`src/rtl/pixel_word_packer_pkg.sv`:
```
// rtl/pixel_word_packer_pkg.sv - shared state encoding, default widths and helpers for the pixel packer
package pixel_word_packer_pkg;

    typedef enum logic [1:0] {
        ST_IDLE  = 2'd0,
        ST_FILL  = 2'd1,
        ST_WRITE = 2'd2,
        ST_DONE  = 2'd3
    } pack_state_t;

    localparam int PIX_W_DEF     = 8;
    localparam int DATA_W_DEF    = 32;
    localparam int ADDR_W_DEF    = 32;
    localparam int ADDR_STEP_DEF = 4;

    // Lane counter width; never zero so a single-lane build still has a counter.
    function automatic int cnt_width(input int lanes);
        return (lanes > 1) ? $clog2(lanes) : 1;
    endfunction

endpackage

```
`src/rtl/pixel_word_packer.sv`:
```
// rtl/pixel_word_packer.sv - packs PIX_W pixels into DATA_W words and writes them to memory via req/ack
module pixel_word_packer
    import pixel_word_packer_pkg::*;
#(
    parameter int PIX_W     = PIX_W_DEF,
    parameter int DATA_W    = DATA_W_DEF,
    parameter int ADDR_W    = ADDR_W_DEF,
    parameter int ADDR_STEP = ADDR_STEP_DEF
) (
    input  logic                     clk,
    input  logic                     rst_n,
    input  logic                     start,
    input  logic [ADDR_W-1:0]        base_addr,
    input  logic [PIX_W-1:0]         pix_data,
    input  logic                     pix_valid,
    input  logic                     pix_last,
    output logic                     pix_ready,
    output logic                     mem_req,
    output logic [ADDR_W-1:0]        mem_addr,
    output logic [DATA_W-1:0]        mem_wdata,
    output logic [DATA_W/PIX_W-1:0]  mem_be,
    input  logic                     mem_ack,
    output logic                     busy,
    output logic                     done
);

    localparam int LANES = DATA_W / PIX_W;
    localparam int CNT_W = cnt_width(LANES);
    localparam logic [CNT_W-1:0] LAST_LANE = CNT_W'(LANES - 1);

    pack_state_t        state_q, state_d;
    logic [CNT_W-1:0]   lane_cnt_q, lane_cnt_d;
    logic [ADDR_W-1:0]  addr_q, addr_d;
    logic [LANES-1:0]   be_q, be_d;
    logic               last_seen_q, last_seen_d;

    // Strobes shared with the per-lane registers.
    logic               lane_clr;
    logic               pix_fire;

    // Next-state and datapath control for the frame sequencer.
    always_comb begin
        state_d     = state_q;
        lane_cnt_d  = lane_cnt_q;
        addr_d      = addr_q;
        be_d        = be_q;
        last_seen_d = last_seen_q;
        lane_clr    = 1'b0;
        pix_fire    = 1'b0;
        case (state_q)
            ST_IDLE: begin
                if (start) begin
                    addr_d      = base_addr;
                    lane_clr    = 1'b1;
                    lane_cnt_d  = '0;
                    be_d        = '0;
                    last_seen_d = 1'b0;
                    state_d     = ST_FILL;
                end
            end
            ST_FILL: begin
                if (pix_valid) begin
                    pix_fire         = 1'b1;
                    be_d[lane_cnt_q] = 1'b1;
                    lane_cnt_d       = lane_cnt_q + CNT_W'(1);
                    last_seen_d      = pix_last;
                    if ((lane_cnt_q == LAST_LANE) || pix_last) begin
                        state_d = ST_WRITE;
                    end
                end
            end
            ST_WRITE: begin
                if (mem_ack) begin
                    addr_d     = addr_q + ADDR_W'(ADDR_STEP);
                    lane_clr   = 1'b1;
                    lane_cnt_d = '0;
                    be_d       = '0;
                    state_d    = last_seen_q ? ST_DONE : ST_FILL;
                end
            end
            ST_DONE: begin
                state_d = ST_IDLE;
            end
            default: begin
                state_d = ST_IDLE;
            end
        endcase
    end

    // Sequencer state, address pointer, byte enables and lane counter.
    always_ff @(posedge clk or negedge rst_n) begin
        if (!rst_n) begin
            state_q     <= ST_IDLE;
            lane_cnt_q  <= '0;
            addr_q      <= '0;
            be_q        <= '0;
            last_seen_q <= 1'b0;
        end else begin
            state_q     <= state_d;
            lane_cnt_q  <= lane_cnt_d;
            addr_q      <= addr_d;
            be_q        <= be_d;
            last_seen_q <= last_seen_d;
        end
    end

    for (genvar k = 0; k < LANES; k++) begin : g_lane
        logic [PIX_W-1:0] lane_q, lane_d;

        // Lane k captures the pixel accepted while the counter points at it.
        always_comb begin
            lane_d = lane_q;
            if (lane_clr) begin
                lane_d = '0;
            end else if (pix_fire && (lane_cnt_q == CNT_W'(k))) begin
                lane_d = pix_data;
            end
        end

        // Lane k storage register.
        always_ff @(posedge clk or negedge rst_n) begin
            if (!rst_n) begin
                lane_q <= '0;
            end else begin
                lane_q <= lane_d;
            end
        end

        assign mem_wdata[k*PIX_W +: PIX_W] = lane_q;
    end

    assign pix_ready = (state_q == ST_FILL);
    assign mem_req   = (state_q == ST_WRITE);
    assign busy      = (state_q != ST_IDLE);
    assign done      = (state_q == ST_DONE);
    assign mem_addr  = addr_q;
    assign mem_be    = be_q;

endmodule
```
`config.mk`:
```
export PLATFORM = sky130hd
export DESIGN_NAME = pixel_word_packer
export DESIGN_NICKNAME = d
export VERILOG_FILES = /design/src/rtl/pixel_word_packer_pkg.sv /design/src/rtl/pixel_word_packer.sv
export SDC_FILE = /design/constraint.sdc
export NUM_CORES = 1
export LEC_CHECK = 0
export ABC_AREA = 1
export ABC_CLOCK_PERIOD_IN_PS = 3200
export CORE_UTILIZATION = 52
export CTS_CLUSTER_DIAMETER = 60
export DETAILED_ROUTE_END_ITERATION = 6
export GPL_ROUTABILITY_DRIVEN = 0
export GPL_TIMING_DRIVEN = 1
export MAX_ROUTING_LAYER = met4
export PLACE_DENSITY = 0.87
export REMOVE_ABC_BUFFERS = 1
export SETUP_SLACK_MARGIN = 0.05
export SLEW_MARGIN = 20
export SYNTH_ARGS = -nofsm -noshare
export SYNTH_HDL_FRONTEND = slang
export SYNTH_SLANG_ARGS = --single-unit
export TNS_END_PERCENT = 1
```
`constraint.sdc`:
```
create_clock -name clk -period 3.2 [get_ports clk]
set_input_delay 0.64 -clock clk [delete_from_list [all_inputs] [get_ports clk]]
set_output_delay 0.64 -clock clk [all_outputs]
set_load 0.005 [all_outputs]
```
==> impl_metrics.tcl <==
set metrics [dict create \
    status "completed" \
    cts_made_buffers 9 \
    area_fraction_in_compound_gates_after_synthesis_pct 14.85 \
    drt.antenna.violating_nets 0 \
    synth.distinct_cells 29 \
    die_w_microns 90.30 \
    max-cap-violations 0 \
    syn_area_sq_um 4054 \
    io-pin-count 118 \
    die-height_microns 90.30 \
    grt_pass1_wl_mm 18.92 \
    worst_r2r_startpoint "state_q[0]" \
    max-slew-margin-rel_pct 52.39 \
    detail_route.drc_violations 0 \
    later_pin_clock_latency_in_the_skew_report_ps 350 \
    cts_hold_buf 0 \
    post_cts_buffers 0 \
    postSynthCellCount 559 \
    diodes 0 \
    synth_adder_area_share_pct 1.543 \
    rsz0062_at_grt "no" \
    nFillCells 530 \
    synth_async_sr_flop_share_pct 100.0 \
    largest_family_of_logic_cells_by_synthesized_area "simple AND/OR/NAND/NOR gates" \
    power_density_nw_per_um2 925.9 \
    critical_path.endpoint_type "primary output" \
    dr_total_vias 4212 \
    synth-seq-area-share_pct 45.06 \
    fin_area_sq_um 5502 \
    drtPass1Iterations 7 \
    cts_max_level 3 \
    cts.sink_count 73 \
    grt_start_max_net_pins 47 \
    max_stage_delay_ps 530 \
    final.min_clock_period_ps 2494 \
    edff_count_synth 0 \
    startpoint_to_endpoint_class_of_the_critical_path "register to primary output" \
    worst_ir_drop_vdd_uv 547.0 \
    cts_resized 0 \
    routed_via_density 5.414 \
    finalClockSkew_ps 9.645 \
    fin_setup_tns_ps 0 \
    cp_data_required_time_ps 2560 \
    final_core_utilization_pct 74.26 \
    cts_root_buffer "sky130_fd_sc_hd__clkbuf_8" \
    number_of_antenna_violations_at_the_first_check_in_global_routing 0 \
    synth-xor-area-share_pct 0 \
    report.final.setup_viol 0 \
    report.final.hold_viol_count 0 \
    critical_path.slowest_cell "sky130_fd_sc_hd__clkdlybuf4s50_1" \
    worstMarginPinSlew_ps 714.2 \
    postPlaceCellArea_sq_um 5294 \
    crit_path_frequent_cell "sky130_fd_sc_hd__inv_2" \
    critical_path.cell_chain "inv_2 -> nand2_2 -> inv_2 -> clkdlybuf4s50_1" \
    ff2ff_setup_slack_ps 1050 \
    avgRoutedWirePerCell_microns 14.33 \
    fp.dieArea_sq_um 8153 \
    synth_mux_area_share_pct 0.5556 \
    design.final.nets 725 \
    hold-worst-slack_ps 324.2 \
    cts_tree "built" \
    coreArea_sq_um 7408 \
    final_layout_size_suffix_gt1_share_pct 5.449 \
    max_freq_ghz 0.4010 \
    hold_path_class "input port to async pin" \
    buffer_ports.inserted 117 \
    p_leak_nw 2.548 \
    cts-root-to-sink-buffers 2 \
    yosysWarningCount 0 \
    synth_top_flop_cell "sky130_fd_sc_hd__dfrtp_1" \
    overflow 0 \
    detail_route.iter0.violations 291 \
    worstPathMaxFanout 16 \
    synthesis.area_per_instance_sq_um 7.252 \
    synth_simple_gate_area_share_pct 29.23 \
    rr_worst_depth 10 \
    row_count 31 \
    routed_wl_mm 11.15 \
    clkSlewWorstSetupHoldPaths_ps 90 \
    synthToLayoutAreaGrowth_pct 35.71 \
    grt_pass1_vias 4086 \
    report.final.slew_viol_count 0 \
    worst-endpoint-arrival_ps 1850 \
    start_util_pct 54.72 \
    post-route-period-util_pct 77.93 \
    rr_endpoint "mem_addr[8]" \
    category_of_the_worst_setup_path_launch_point "register" \
    track_usage_pct 29.76 \
    detailed_place_hpwl_mm 8.011 \
    postSynthRegisterBits 73 \
]
[cell type report]
cell class	instances	area [sq um]	share of cell area (%)
Multi-Input combinational cell	400	1872	34.02
Sequential cell	73	1827	33.20
Timing Repair Buffer	122	1216	22.11
Inverter	68	255.2	4.640
Clock buffer	9	123.9	2.252
Tap cell	99	123.9	2.252
Clock inverter	7	83.83	1.524
[per-layer routing]
layer | global-route usage (%) | vias to the layer above | routed length (microns)
li1 | - | 2006 | -
met1 | 36.95 | 1967 | 4546
met2 | 49.30 | 219 | 5497
met3 | 4.882 | 20 | 900
met4 | 10.75 | 0 | 204
met5 | - | - | 0
[how the worst max path moves through the flow]
| stage | start | end | slack [ps] |
|---|---|---|---|
| 2_1_floorplan | state_q[0] | mem_addr[12] | 970 |
| 3_3_place_gp | start | mem_addr[7] | 890 |
| 3_5_place_dp | start | mem_addr[9] | 840 |
| 4_1_cts | state_q[0] | mem_req | 690 |
| 5_1_grt | state_q[0] | mem_req | 640 |
| 6_report | state_q[0] | mem_req | 710 |
[stage by stage]
step	std cells	setup slack (ps)	power [mW]
finish	778	706.2	5.094
detailed placement	762	843.3	4.310
CTS	778	689.4	5.094
floorplan	541	965.1	2.954
global route	778	637.4	5.493
global placement	762	885.5	4.206
[cells by family (layout without fill, tap and decap cells)]
| family | count (synthesis) | count (layout) |
|---|---|---|
| and+or+nand+nor | 290 | 290 |
| DFF | 73 | 73 |
| adders and majority gates | 5 | 5 |
| AOI/OAI and AO/OA | 103 | 103 |
| buffers and inverters | 86 | 206 |
| muxes | 2 | 2 |
[state kept, by name (all words and copies together), names as in the netlist]
| signal | flops |
|---|---|
| g_lane.lane_q | 32 |
| mem_addr | 32 |
| last_seen_q | 1 |
| mem_be | 4 |
| lane_cnt_q | 2 |
| state_q | 2 |
[synthesized netlist by cell type (2+ instances only)]
cell type                    n  share of area, %
sky130_fd_sc_hd__nand2_1   188                17
sky130_fd_sc_hd__dfrtp_1    73                45
sky130_fd_sc_hd__o21ai_0    72               8.9
sky130_fd_sc_hd__inv_1      65               6.0
sky130_fd_sc_hd__nor2_1     51               4.7
sky130_fd_sc_hd__nand3_1    38               4.7
sky130_fd_sc_hd__a21oi_1    11               1.4
sky130_fd_sc_hd__buf_2      11               1.4
sky130_fd_sc_hd__buf_4       5              0.93
sky130_fd_sc_hd__ha_1        5               1.5
sky130_fd_sc_hd__o21ai_1     5              0.62
sky130_fd_sc_hd__a31oi_4     4               2.1
sky130_fd_sc_hd__nor3_1      4              0.49
sky130_fd_sc_hd__o22ai_1     4              0.62
sky130_fd_sc_hd__inv_2       3              0.28
sky130_fd_sc_hd__o21bai_1    3              0.56
sky130_fd_sc_hd__and2_1      2              0.31
sky130_fd_sc_hd__clkbuf_1    2              0.19
sky130_fd_sc_hd__mux2_2      2              0.56
sky130_fd_sc_hd__or2_2       2              0.31
[power breakdown]
part | internal (mW) | total [mW] | switching, mW
registers | 1.34 | 1.79 | 0.445
clock network | 0.375 | 0.766 | 0.391
logic | 1.23 | 2.54 | 1.31
[cells in the final DEF, fill, tap and decap left out, types with 2 or more instances in the layout]
master | Yosys | routed
sky130_fd_sc_hd__dfrtp_1 | 73 | 73
sky130_fd_sc_hd__nor2_1 | 51 | 51
sky130_fd_sc_hd__or2_2 | 2 | 2
sky130_fd_sc_hd__a21oi_1 | 11 | 11
sky130_fd_sc_hd__nand3_1 | 38 | 38
sky130_fd_sc_hd__nand2_1 | 188 | 188
sky130_fd_sc_hd__ha_1 | 5 | 5
sky130_fd_sc_hd__o21bai_1 | 3 | 3
sky130_fd_sc_hd__a31oi_4 | 4 | 4
sky130_fd_sc_hd__o22ai_1 | 4 | 4
sky130_fd_sc_hd__o21ai_1 | 5 | 5
sky130_fd_sc_hd__o21ai_0 | 72 | 72
sky130_fd_sc_hd__clkbuf_8 | 0 | 9
sky130_fd_sc_hd__nor3_1 | 4 | 4
sky130_fd_sc_hd__inv_6 | 0 | 3
sky130_fd_sc_hd__buf_4 | 5 | 4
sky130_fd_sc_hd__and2_1 | 2 | 2
sky130_fd_sc_hd__inv_2 | 3 | 3
sky130_fd_sc_hd__mux2_2 | 2 | 2
sky130_fd_sc_hd__clkdlybuf4s50_1 | 0 | 116
sky130_fd_sc_hd__inv_1 | 65 | 65
[worst max-delay path: cells and delay by family, from the launching register on]
family / cells / cell delay [ps]
buf+inv: 3 / 860
flops: 1 / 440
simple gates: 1 / 200
Power figures use the tool's default switching activity.
